File: src/rtl/pic_decode_seq.sv
// Registered PIC16-style instruction decoder with a per-slot phase sequencer and skip/branch squashing.
// Optional build macro PIC_DEC_ILLEGAL_EN adds a sticky 'illegal' output for unsupported encodings.
module pic_decode_seq #(
    parameter int F_W      = 7,
    parameter int PHASES   = 4,
    parameter int WR_PHASE = 2
) (
    input  logic                        clk,
    input  logic                        reset,
    input  logic                        inst_valid,
    output logic                        inst_ready,
    input  logic [F_W+6:0]              inst_in,
    input  logic                        alu_zero,
    input  logic                        f_bit,
    output logic [$clog2(PHASES)-1:0]   phase,
    output logic                        d,
    output logic                        switch_a_m,
    output logic [3:0]                  alu_op,
    output logic [F_W-1:0]              f_addr,
    output logic [7:0]                  k_lit,
    output logic [2:0]                  bit_number,
    output logic                        wr_en,
    output logic                        branch,
    output logic                        is_call,
    output logic [F_W+3:0]              branch_tgt,
    output logic                        squash
`ifdef PIC_DEC_ILLEGAL_EN
    ,
    output logic                        illegal
`endif
);
    localparam int INST_W = F_W + 7;
    localparam int PH_W   = $clog2(PHASES);
    localparam logic [PH_W-1:0] LAST_PH = PH_W'(PHASES - 1);
    localparam logic [PH_W-1:0] WR_PH   = PH_W'(WR_PHASE);

    localparam logic [1:0] S_WAIT   = 2'd0;
    localparam logic [1:0] S_EXEC   = 2'd1;
    localparam logic [1:0] S_SQUASH = 2'd2;

    localparam logic [1:0] SK_NONE = 2'd0;
    localparam logic [1:0] SK_ZERO = 2'd1;
    localparam logic [1:0] SK_CLR  = 2'd2;
    localparam logic [1:0] SK_SET  = 2'd3;

    logic [1:0]        state_q, state_d;
    logic [PH_W-1:0]   phase_q, phase_d;
    logic              skip_pend_q, skip_pend_d;
    logic              d_q, d_d;
    logic              sam_q, sam_d;
    logic [3:0]        alu_op_q, alu_op_d;
    logic [F_W-1:0]    f_addr_q, f_addr_d;
    logic [7:0]        k_lit_q, k_lit_d;
    logic [2:0]        bit_number_q, bit_number_d;
    logic              wr_en_q, wr_en_d;
    logic              branch_q, branch_d;
    logic              is_call_q, is_call_d;
    logic [F_W+3:0]    branch_tgt_q, branch_tgt_d;
    logic              squash_q, squash_d;
    logic              writes_q, writes_d;
    logic [1:0]        skip_kind_q, skip_kind_d;
    logic              br_slot_q, br_slot_d;

    logic [3:0] opc;
    logic [3:0] dec_alu_op;
    logic       dec_d, dec_sam, dec_wr, dec_br, dec_call;
    logic [1:0] dec_skip;
    logic       skip_hit;

    assign opc = inst_in[INST_W-3 -: 4];

    always_comb begin
        dec_alu_op = 4'd1;
        dec_d      = 1'b0;
        dec_sam    = 1'b1;
        dec_wr     = 1'b0;
        dec_skip   = SK_NONE;
        dec_br     = 1'b0;
        dec_call   = 1'b0;
        case (inst_in[INST_W-1 -: 2])
            2'b00: begin
                // Only the f destination drives the file write strobe; 0000 with d=0 is NOP.
                dec_d  = inst_in[F_W];
                dec_wr = inst_in[F_W];
                case (opc)
                    4'b0111: dec_alu_op = 4'd2;
                    4'b0101: dec_alu_op = 4'd4;
                    4'b0001: dec_alu_op = 4'd9;
                    4'b1001: dec_alu_op = 4'd12;
                    4'b0011: dec_alu_op = 4'd6;
                    4'b1011: begin dec_alu_op = 4'd6; dec_skip = SK_ZERO; end
                    4'b1010: dec_alu_op = 4'd5;
                    4'b1111: begin dec_alu_op = 4'd5; dec_skip = SK_ZERO; end
                    4'b0100: dec_alu_op = 4'd10;
                    4'b1000: dec_alu_op = 4'd0;
                    4'b1101: dec_alu_op = 4'd8;
                    4'b1100: dec_alu_op = 4'd15;
                    4'b0010: dec_alu_op = 4'd3;
                    4'b1110: dec_alu_op = 4'd11;
                    4'b0110: dec_alu_op = 4'd7;
                    default: dec_alu_op = 4'd1;
                endcase
            end
            2'b01: begin
                dec_d = 1'b1;
                case (inst_in[INST_W-3 -: 2])
                    2'b00:   begin dec_alu_op = 4'd14; dec_wr = 1'b1; end
                    2'b01:   begin dec_alu_op = 4'd13; dec_wr = 1'b1; end
                    2'b10:   dec_skip = SK_CLR;
                    default: dec_skip = SK_SET;
                endcase
            end
            2'b11: begin
                dec_sam = 1'b0;
                casez (opc)
                    4'b00??: dec_alu_op = 4'd0;
                    4'b1000: dec_alu_op = 4'd10;
                    4'b1001: dec_alu_op = 4'd4;
                    4'b1010: dec_alu_op = 4'd7;
                    4'b110?: dec_alu_op = 4'd3;
                    4'b111?: dec_alu_op = 4'd2;
                    default: dec_alu_op = 4'd1;
                endcase
            end
            default: begin
                dec_br   = 1'b1;
                dec_call = ~inst_in[INST_W-3];
            end
        endcase
    end

    assign skip_hit = (state_q == S_EXEC) && (phase_q == WR_PH) &&
                      (br_slot_q ||
                       ((skip_kind_q == SK_ZERO) && alu_zero) ||
                       ((skip_kind_q == SK_CLR) && !f_bit) ||
                       ((skip_kind_q == SK_SET) && f_bit));

    always_comb begin
        state_d      = state_q;
        phase_d      = phase_q;
        skip_pend_d  = skip_pend_q | skip_hit;
        d_d          = d_q;
        sam_d        = sam_q;
        alu_op_d     = alu_op_q;
        f_addr_d     = f_addr_q;
        k_lit_d      = k_lit_q;
        bit_number_d = bit_number_q;
        is_call_d    = is_call_q;
        branch_tgt_d = branch_tgt_q;
        squash_d     = squash_q;
        writes_d     = writes_q;
        skip_kind_d  = skip_kind_q;
        br_slot_d    = br_slot_q;
        if (state_q == S_WAIT) begin
            if (inst_valid) begin
                state_d      = skip_pend_q ? S_SQUASH : S_EXEC;
                phase_d      = PH_W'(1);
                skip_pend_d  = 1'b0;
                squash_d     = skip_pend_q;
                d_d          = dec_d;
                sam_d        = dec_sam;
                alu_op_d     = skip_pend_q ? 4'd1 : dec_alu_op;
                f_addr_d     = inst_in[F_W-1:0];
                k_lit_d      = inst_in[7:0];
                bit_number_d = inst_in[F_W+2:F_W];
                is_call_d    = dec_call;
                branch_tgt_d = inst_in[INST_W-4:0];
                writes_d     = dec_wr;
                skip_kind_d  = dec_skip;
                br_slot_d    = dec_br;
            end
        end else if (phase_q == LAST_PH) begin
            state_d  = S_WAIT;
            phase_d  = '0;
            squash_d = 1'b0;
        end else begin
            phase_d = phase_q + PH_W'(1);
        end
        // Strobes are looked up against the next phase so they line up with the phase output.
        wr_en_d  = (state_d == S_EXEC) && (phase_d == WR_PH) && writes_d;
        branch_d = (state_d == S_EXEC) && (phase_d == LAST_PH) && br_slot_d;
    end

    always_ff @(posedge clk) begin
        if (reset) begin
            state_q      <= S_WAIT;
            phase_q      <= '0;
            skip_pend_q  <= 1'b0;
            d_q          <= 1'b0;
            sam_q        <= 1'b1;
            alu_op_q     <= 4'd1;
            f_addr_q     <= '0;
            k_lit_q      <= '0;
            bit_number_q <= '0;
            wr_en_q      <= 1'b0;
            branch_q     <= 1'b0;
            is_call_q    <= 1'b0;
            branch_tgt_q <= '0;
            squash_q     <= 1'b0;
            writes_q     <= 1'b0;
            skip_kind_q  <= SK_NONE;
            br_slot_q    <= 1'b0;
        end else begin
            state_q      <= state_d;
            phase_q      <= phase_d;
            skip_pend_q  <= skip_pend_d;
            d_q          <= d_d;
            sam_q        <= sam_d;
            alu_op_q     <= alu_op_d;
            f_addr_q     <= f_addr_d;
            k_lit_q      <= k_lit_d;
            bit_number_q <= bit_number_d;
            wr_en_q      <= wr_en_d;
            branch_q     <= branch_d;
            is_call_q    <= is_call_d;
            branch_tgt_q <= branch_tgt_d;
            squash_q     <= squash_d;
            writes_q     <= writes_d;
            skip_kind_q  <= skip_kind_d;
            br_slot_q    <= br_slot_d;
        end
    end

`ifdef PIC_DEC_ILLEGAL_EN
    logic illegal_q, illegal_d;
    logic dec_ill;
    // RETLW and the reserved 0000/d=0/f!=0 form are flagged only when they actually execute.
    assign dec_ill = ((inst_in[INST_W-1 -: 2] == 2'b11) && (opc[3:2] == 2'b01)) ||
                     ((inst_in[INST_W-1 -: 2] == 2'b00) && (opc == 4'b0000) &&
                      !inst_in[F_W] && (inst_in[F_W-1:0] != '0));
    assign illegal_d = illegal_q |
                       ((state_q == S_WAIT) && inst_valid && !skip_pend_q && dec_ill);
    always_ff @(posedge clk) begin
        if (reset) illegal_q <= 1'b0;
        else       illegal_q <= illegal_d;
    end
    assign illegal = illegal_q;
`endif

    assign inst_ready = (state_q == S_WAIT) && !reset;
    assign phase      = phase_q;
    assign d          = d_q;
    assign switch_a_m = sam_q;
    assign alu_op     = alu_op_q;
    assign f_addr     = f_addr_q;
    assign k_lit      = k_lit_q;
    assign bit_number = bit_number_q;
    assign wr_en      = wr_en_q;
    assign branch     = branch_q;
    assign is_call    = is_call_q;
    assign branch_tgt = branch_tgt_q;
    assign squash     = squash_q;
endmodule

File: config.mk
export PLATFORM = sky130hd
export DESIGN_NAME = pic_decode_seq
export DESIGN_NICKNAME = d
export VERILOG_FILES = /design/src/rtl/pic_decode_seq.sv
export SDC_FILE = /design/constraint.sdc
export NUM_CORES = 1
export LEC_CHECK = 0
export ABC_AREA = 1
export CAP_MARGIN = 20
export CORE_MARGIN = 2
export CORE_UTILIZATION = 40
export CTS_CLUSTER_SIZE = 25
export DETAILED_ROUTE_END_ITERATION = 8
export GPL_TIMING_DRIVEN = 0
export PLACE_DENSITY_LB_ADDON = 0.08
export SYNTH_ARGS = -nofsm -noshare
export SYNTH_HDL_FRONTEND = slang
export SYNTH_SLANG_ARGS = --single-unit
File: constraint.sdc
create_clock -name clk -period 3 [get_ports clk]
set_input_delay 0.9 -clock clk [delete_from_list [all_inputs] [get_ports clk]]
set_output_delay 0.9 -clock clk [all_outputs]
set_load 0.05 [all_outputs]
==> results of run 1 <==
stage by stage:
stage          hold slack [ns]  setup TNS (ns)  cell area, um^2
2_1_floorplan           0.4672               0             1525
3_3_place_gp            0.4385         -0.3104             2176
3_5_place_dp            0.4466         -0.3089             2176
4_1_cts                 0.4576               0             2256
5_1_grt                 0.4757               0             2256
6_report                0.4508               0             2256
logic make-up after synthesis:
| family | count (synthesis) |
|---|---|
| flops | 30 |
| fa+ha+maj | 2 |
| simple gates | 96 |
| compound gates | 32 |
| xor+xnor | 1 |
| buf+inv | 46 |
synth_stat cells:
master	count	area (um^2)
sky130_fd_sc_hd__a21boi_1	1	7.510
sky130_fd_sc_hd__a21oi_1	3	15.01
sky130_fd_sc_hd__a22o_1	8	70.07
sky130_fd_sc_hd__a31oi_1	1	6.260
sky130_fd_sc_hd__buf_2	1	5.000
sky130_fd_sc_hd__buf_4	18	135.1
sky130_fd_sc_hd__buf_6	1	11.26
sky130_fd_sc_hd__dfxtp_1	30	600.6
sky130_fd_sc_hd__ha_1	2	25.02
sky130_fd_sc_hd__inv_1	22	82.58
sky130_fd_sc_hd__inv_2	4	15.01
sky130_fd_sc_hd__nand2_1	48	180.2
sky130_fd_sc_hd__nand2_2	2	12.51
sky130_fd_sc_hd__nand2_4	1	11.26
sky130_fd_sc_hd__nand3_1	13	65.06
sky130_fd_sc_hd__nand3_4	1	17.52
sky130_fd_sc_hd__nand3b_1	1	7.510
sky130_fd_sc_hd__nand4_1	2	12.51
sky130_fd_sc_hd__nor2_1	23	86.33
sky130_fd_sc_hd__nor2_2	1	6.260
sky130_fd_sc_hd__nor2_8	1	20.02
sky130_fd_sc_hd__nor3_1	1	5.000
sky130_fd_sc_hd__nor3b_1	1	7.510
sky130_fd_sc_hd__o21a_1	1	7.510
sky130_fd_sc_hd__o21ai_0	13	65.06
sky130_fd_sc_hd__o21ai_1	3	15.01
sky130_fd_sc_hd__o21ai_2	1	8.760
sky130_fd_sc_hd__o22ai_1	1	6.260
sky130_fd_sc_hd__or2_4	1	8.760
sky130_fd_sc_hd__xnor2_1	1	8.760
what timing repair did:
action,CTS,global route
endpoints found under the setup margin,1,0
gates resized for setup,3,0
hold buffers,0,0
per-layer routing:
metal	GRT usage	share of wire	up-vias
li1	-	-	781
met4	0.06250	0.016	0
met2	0.2588	0.44	43
met5	0	0	-
met3	0.05651	0.071	7
met1	0.2128	0.48	620
flip-flops by register name, summed over array words and instances (netlist names), 2 cells and up:
register,cells
branch_tgt,2
f_addr,6
skip_kind_q,2
bit_number,2
state_q,2
alu_op,4
phase,2
area by class of cell:
cell class / instances / area, um^2 / share of cell area
multi-input cells: 131 / 675.6 / 0.2995
flip-flops and latches: 30 / 600.6 / 0.2662
repair buffers: 59 / 591.8 / 0.2623
plain buffers: 20 / 151.4 / 0.06711
inverters: 26 / 97.59 / 0.04326
clock buffers: 5 / 68.82 / 0.03050
well taps: 48 / 60.06 / 0.02662
clock inverters: 2 / 10.01 / 0.004437
power breakdown:
part / switching [uW] / total (uW) / leakage [uW] / internal (uW)
Sequential: 16.7 / 437 / 0.000245 / 420
Clock: 143 / 298 / 0.0000438 / 155
Combinational: 215 / 347 / 0.000711 / 131
Total: 375 / 1080 / 0.00100 / 707
worst paths after layout:
kind | startpoint | to | slack, ns | cells past startpoint
worst max-delay path | reset | inst_ready | 0.13 | 3
worst min-delay path | alu_op[2] | alu_op[2] | 0.45 | 2
worst max register to register | state_q[1] | f_addr[4] | 1.69 | 6
worst min register to register | alu_op[2] | alu_op[2] | 0.45 | 2
worst max-delay path: cells and delay by family:
family | cells | cell delay (ns)
AND/OR/NAND/NOR | 1 | 0.15
buffers and inverters | 2 | 0.92
==> results.md, run 1 <==
- The flow ran to the end, and the final reports show no timing, DRC or antenna violations.
- The number of hold-slack violations in the final timing report was 0.
- The tree is rooted in a sky130_fd_sc_hd__clkbuf_8.
- The fraction of synthesized cell area in xor and xnor cells is 0.005742.
- The total of fill cells in the finished design is 353.
- By area, the combinational part of the netlist is dominated by simple AND/OR/NAND/NOR gates.
- The worst pin sits at a relative slew slack of 0.6584.
- Of the synthesized area, sequential elements account for 0.3938.
- TritonCTS built the clock tree.
- The total overflow left after global routing is 0.
- The cell with the largest stage delay on the worst path is sky130_fd_sc_hd__clkdlybuf4s50_1.
- The clock buffer count from CTS is 5.
- Setup repair after global routing left no endpoint under its margin.
- The effective utilization at floorplan is 0.4166.
- The register clock-pin slew on the reported worst setup and hold paths is 0.06 ns.
- The total standard cell area after synthesis is 1525 um^2.
- The cell count after synthesis came out at 207.
- The pin count of the biggest net entering global routing is 11.
- The synthesis-to-finish area growth is 47.91%.
- The number of antenna violations at the first check in global routing is 0.
- Setup violations remaining at the end of the flow were counted as 0.
- The clock latency on the worst-skew pair is 0.28 ns.
- The max-slew violation count came to 0.
- After detailed routing, the number of remaining DRC violations is 0.
- For this design the static power due to leakage is 0.001000 uW.
- Counting tap cells, the placed design contains a total of 314 instances.
- The detailed placement HPWL is 2613 um.
- The total nets after synthesis is 228.
- The critical path class is input port to primary output.
- The average via count per standard cell is 4.520.
- The area of the core region is 3661 um^2.
- The count of nets left with antenna violations once routing finished came out at 0.
- The most common cell after layout, fill and taps aside is sky130_fd_sc_hd__clkdlybuf4s50_1.
- The buffer count from post-CTS setup fixing is 0.
- The via count is 1451.
- For this block, the initial DRC count from the detailed router was 13.
- The highest net fanout along the worst path is 6.
- The distinct cell type count of the synthesized netlist is 30.
- The compound-gate portion of the synthesized area is 0.1321.
- The initialized floorplan defines 22 standard-cell rows.
- The simple-gate portion of the synthesized area is 0.2888.
- The first global-routing pass estimated 5492 um of wire.
- Excluding fillers, the count of instances in the completed layout stands at 321.
- The final worst slack is 0.1316 ns.
- The share of synthesized cell area in full adder, half adder and majority cells is 0.01641.
- The die is 65.75 um wide.
- The count of port buffers added during placement is 59.
- The die covers 4323 um^2.
- At the pin with the least slew margin, the transition time is 0.5108 ns.
- The number of antenna diodes in the final layout is 0.
- Walking the worst path, the cells encountered are clkdlybuf4s50_1 -> nor2_1 -> clkdlybuf4s15_2.
- Of the cells placed in the final design, the portion with a size suffix greater than 1 is 0.1465.
- The number of nets in the layout is 294.
- The number of optimization iterations in the first detailed-route pass is 4.
- Across the VDD grid, the largest voltage drop is 0.2490 mV.
- The maximum clock insertion buffer count is 2.
- The H-tree was split into 2 levels.
- The aggregate routed wire length is 3371 um.
- The average wire per cell in the routed design is 10.50 um.
- The final critical-path required period is 2.868 ns.
- The highest cell delay on the worst timing path is 0.54 ns.
- The power after layout is 1081 uW.
- The tightest min-delay check is of the register to register type.
- The share of the core filled with cells in the final layout is 0.6162.
- The type of element launching the critical path is an input port.
- The number of global-route vias before repair is 1210.
- The power density relative to cell area is 479.2 nW/um^2.
- In the layout the commonest cells are sky130_fd_sc_hd__clkdlybuf4s50_1 (58), sky130_fd_sc_hd__nand2_1 (48), sky130_fd_sc_hd__dfxtp_1 (30).
- For this run, the top clock speed supported by timing is 0.3486 GHz.
- The worst slack at placement is -0.3089 ns.
- STA classifies the critical path endpoint as a primary output.
- The die is 65.75 um tall.
- The weighted congestion reported at the end of routability-driven placement is 0.8063.
- Measured against the total synthesized area, the mux share comes to 0.
- The number of clock sinks seen by CTS is 30.
- The final cycle utilization of the critical path is 0.9561.
- The max-cap violation count is 0.
- The arrival time reported for the critical path endpoint is 1.97 ns.
- The final setup skew is 0.004377 ns.
- The yosys synthesis warning count is 0.
- Across every metal layer, demand over resource in global routing totals 0.1667.
- The flip-flop and latch count after synthesis is 30.
- STA puts the critical path data required time at 2.10 ns.
- The average size of a mapped cell is 7.368 um^2.
- During I/O placement, the number of pins put on the boundary was 61.
No activity file was read; power rests on OpenSTA's default activity.
==> inputs of run 2 (changes only) <==
--- a/config.mk
+++ b/config.mk
@@ -11,2 +11,3 @@
 export CORE_UTILIZATION = 40
+export CTS_CLUSTER_DIAMETER = 150
 export CTS_CLUSTER_SIZE = 25
--- a/constraint.sdc
+++ b/constraint.sdc
@@ -3,2 +3,2 @@
 set_output_delay 0.9 -clock clk [all_outputs]
-set_load 0.05 [all_outputs]
+set_load 0.1 [all_outputs]
==> run 2 against run 1 <==
  * Flip-flop and latch count unchanged
  * Wire length increased by 1.2%
  * Cell count increased by 0.31%
  * Sequential power about the same
  * Clock power increased by 11%
  * Clock-buffer cell count increased by 2
  * Combinational power increased by 39%
  * Critical path type unchanged
==> results.md, run 2 (synthesis gave the netlist of run 1 again) <==
- The detailed placement HPWL is 2625 um (+0.47%).
- The clock latency on the worst-skew pair is 0.28 ns (about the same).
- The buffer count from post-CTS setup fixing is 0 (unchanged).
- The wire length of the first global-routing pass is 5885 um (+7.2%).
- The die outline height is 65.75 um (unchanged).
- The post-cts repair resize count is 5 (+2).
- The placement row count is 22 (unchanged).
- The via count is 1478 (+1.9%).
- The number of optimization iterations in the first detailed-route pass was 4 (unchanged).
- The total negative slack for setup checks is 0 ns (unchanged).
- The die area was 4323 um^2 (unchanged).
- The arrival time reported for the critical path endpoint is 2.01 ns (+0.04 ns).
- The final setup skew is 0.007725 ns (+0.003349 ns).
- The clock buffer count from CTS is 5 (unchanged).
- The clock root buffer is sky130_fd_sc_hd__clkbuf_8.
- The highest cell delay on the worst timing path is 0.54 ns (about the same).
- The maximum clock insertion buffer count was 2 (unchanged).
- The total of fill cells in the finished design is 352 (-0.28%).
- The overall track demand over capacity in global routing is 0.1747 (+0.008045).
- The register clock-pin slew on the reported worst setup and hold paths is 0.06 ns (about the same).
- The critical path goes through clkdlybuf4s50_1 -> nor2_2 -> buf_2.
- The number of antenna violations at the first check in global routing is 0 (unchanged).
- The flip-flop count of the largest register, all copies and words added is 6 (unchanged).
- The final antenna-violating net count is 0 (unchanged).
- The most common cell after layout, fill and taps aside is sky130_fd_sc_hd__clkdlybuf4s50_1.
- The count of unresolved DRC violations after routing was 0 (unchanged).
- The count of placed standard cells including taps is 314 (unchanged).
- The pin count of the biggest net entering global routing is 11 (unchanged).
- The violation count after the first detailed-routing iteration was 76 (+63).
- The leakage power is 0.001004 uW (+0.44%).
- The flow ran to the end, and the final reports show no timing, DRC or antenna violations.
- The CTS H-tree depth was 2 (unchanged).
- The number of non-filler instances in the completed layout is 322 (+0.31%).
- The leftover overflow at the end of global routing is 0 (unchanged).
- The count of port buffers added during placement is 59 (unchanged).
- The boundary pin count is 61 (unchanged).
- The critical path data required time is 2.10 ns (about the same).
- The hold-fix buffer count after cts is 0 (unchanged).
- The max-slew violation count is 0 (unchanged).
- The max-cap violation count is 0 (unchanged).
- The slack of the worst reg-to-reg path is 1.68 ns (about the same).
- The weighted congestion reported at the end of routability-driven placement is 0.8415 (+4.4%).
- The worst hold path belongs to the class register to register.
- The area of the core region came to 3661 um^2 (unchanged).
- The placement-stage cell area is 2178 um^2 (+0.11%).
- The aggregate routed wire length is 3412 um (+1.2%).
- The average wire per cell in the routed design is 10.60 um (+0.90%).
- The effective utilization at floorplan is 0.4166 (unchanged).
- The highest net fanout along the worst path came to 6 (unchanged).
- The TritonCTS clock tree is built.
- Setup repair after global routing left no endpoint under its margin.
- The maximum vdd ir drop is 0.2985 mV (+20%).
- The library cells used most frequently in the layout, excluding fill and tap cells, are sky130_fd_sc_hd__clkdlybuf4s50_1 (58), sky130_fd_sc_hd__nand2_1 (48), sky130_fd_sc_hd__dfxtp_1 (30).
- From synthesis to final layout, the design area changed by 48.48%.
- The horizontal extent of the die is 65.75 um (unchanged).
- The number of global-route vias before repair was 1298 (+7.3%).
- The number of clock sinks seen by CTS was 30 (unchanged).
- The final cycle utilization of the critical path is 0.9694 (+0.01329).
- The number of nets in the layout is 294 (unchanged).
- The worst slew margin relative to its limit is 0.3358 (-0.3226).
- The worst hold slack after final layout is 0.4508 ns (-0.00004900 ns).
- The design area came to 2265 um^2 (+0.39%).
- The fmax was 0.3438 GHz (-1.4%).
- The share of final-layout standard cells stronger than drive strength 1 came to 0.1496 (+0.003115).
- The transition time of the tightest slew-check pin was 0.9932 ns (+0.4824 ns).
- The kind of capture point of the worst setup path is a primary output.
- The final count of negative-setup-slack endpoints came to 0 (unchanged).
- The final critical-path required period is 2.908 ns (+0.03988 ns).
- The cell with the largest stage delay on the worst path is sky130_fd_sc_hd__clkdlybuf4s50_1.
- The type of element launching the critical path is an input port.
- The average via count per standard cell was 4.590 (+1.5%).
- The critical path class is input port to primary output.
- The power density relative to cell area was 551.6 nW/um^2 (+15%).
- The diode insertion count for antenna repair is 0 (unchanged).
- The number of hold-slack violations in the final timing report is 0 (unchanged).
run 2: path summary, 6_finish.rpt:
check                   from    endpoint  cells past startpoint
hold / removal     alu_op[1]   alu_op[1]                      2
setup / recovery       reset  inst_ready                      3
hold reg to reg    alu_op[1]   alu_op[1]                      2
setup reg to reg  state_q[0]   alu_op[0]                      6
run 2: where the power goes:
group	internal, uW	switching, uW
clock network	185	145
registers	420	17.3
logic	130	352
run 2: metrics by stage:
stage               power (uW)  setup slack (ns)    util
global route              1306           0.06223  0.6186
CTS                       1259           0.08822  0.6186
global placement         928.8           -0.6376  0.5950
detailed placement       930.2           -0.6217  0.5950
finish                    1249           0.09170  0.6186
floorplan                814.1            0.4132       -
run 2: area by class of cell:
| type | instances | area, um^2 | area share |
|---|---|---|---|
| repair buffers | 59 | 585.6 | 0.2586 |
| clock inverters | 1 | 5.005 | 0.002210 |
| multi-input cells | 131 | 678.2 | 0.2994 |
| flip-flops and latches | 30 | 600.6 | 0.2652 |
| well taps | 48 | 60.06 | 0.02652 |
| inverters | 26 | 97.59 | 0.04309 |
| clock buffers | 7 | 86.33 | 0.03812 |
| plain buffers | 20 | 151.4 | 0.06685 |
run 2: worst max-delay path: cells and delay by family:
family	cells	cell delay [ns]
simple gates	1	0.14
buf+inv	2	0.96
run 2: per-layer routing:
layer  part of all wire  track usage  wire length (um)  vias to the layer above
met5                  0            0                 0                        -
met4              0.012      0.05469                40                        0
met3              0.076      0.05137               261                        5
met2               0.44       0.2715              1510                       51
met1               0.47       0.2320              1600                      642
li1                   -            -                 -                      780
==> inputs of run 3 (changes only) <==
clock period = 2.95 ns   (was 3 ns; I/O delays follow)
==> results of run 3 <==
Same layout as run 2 (identical final DEF). Status: finished clean.
Main changes from that run: setup slack after placement -0.6217 ns -> -0.6417 ns; setup slack after layout 0.09170 ns -> 0.07170 ns; register-to-register setup slack 1.68 ns -> 1.63 ns; total power 1249 uW -> 1270 uW; worst IR drop on VDD 0.2985 mV -> 0.3036 mV
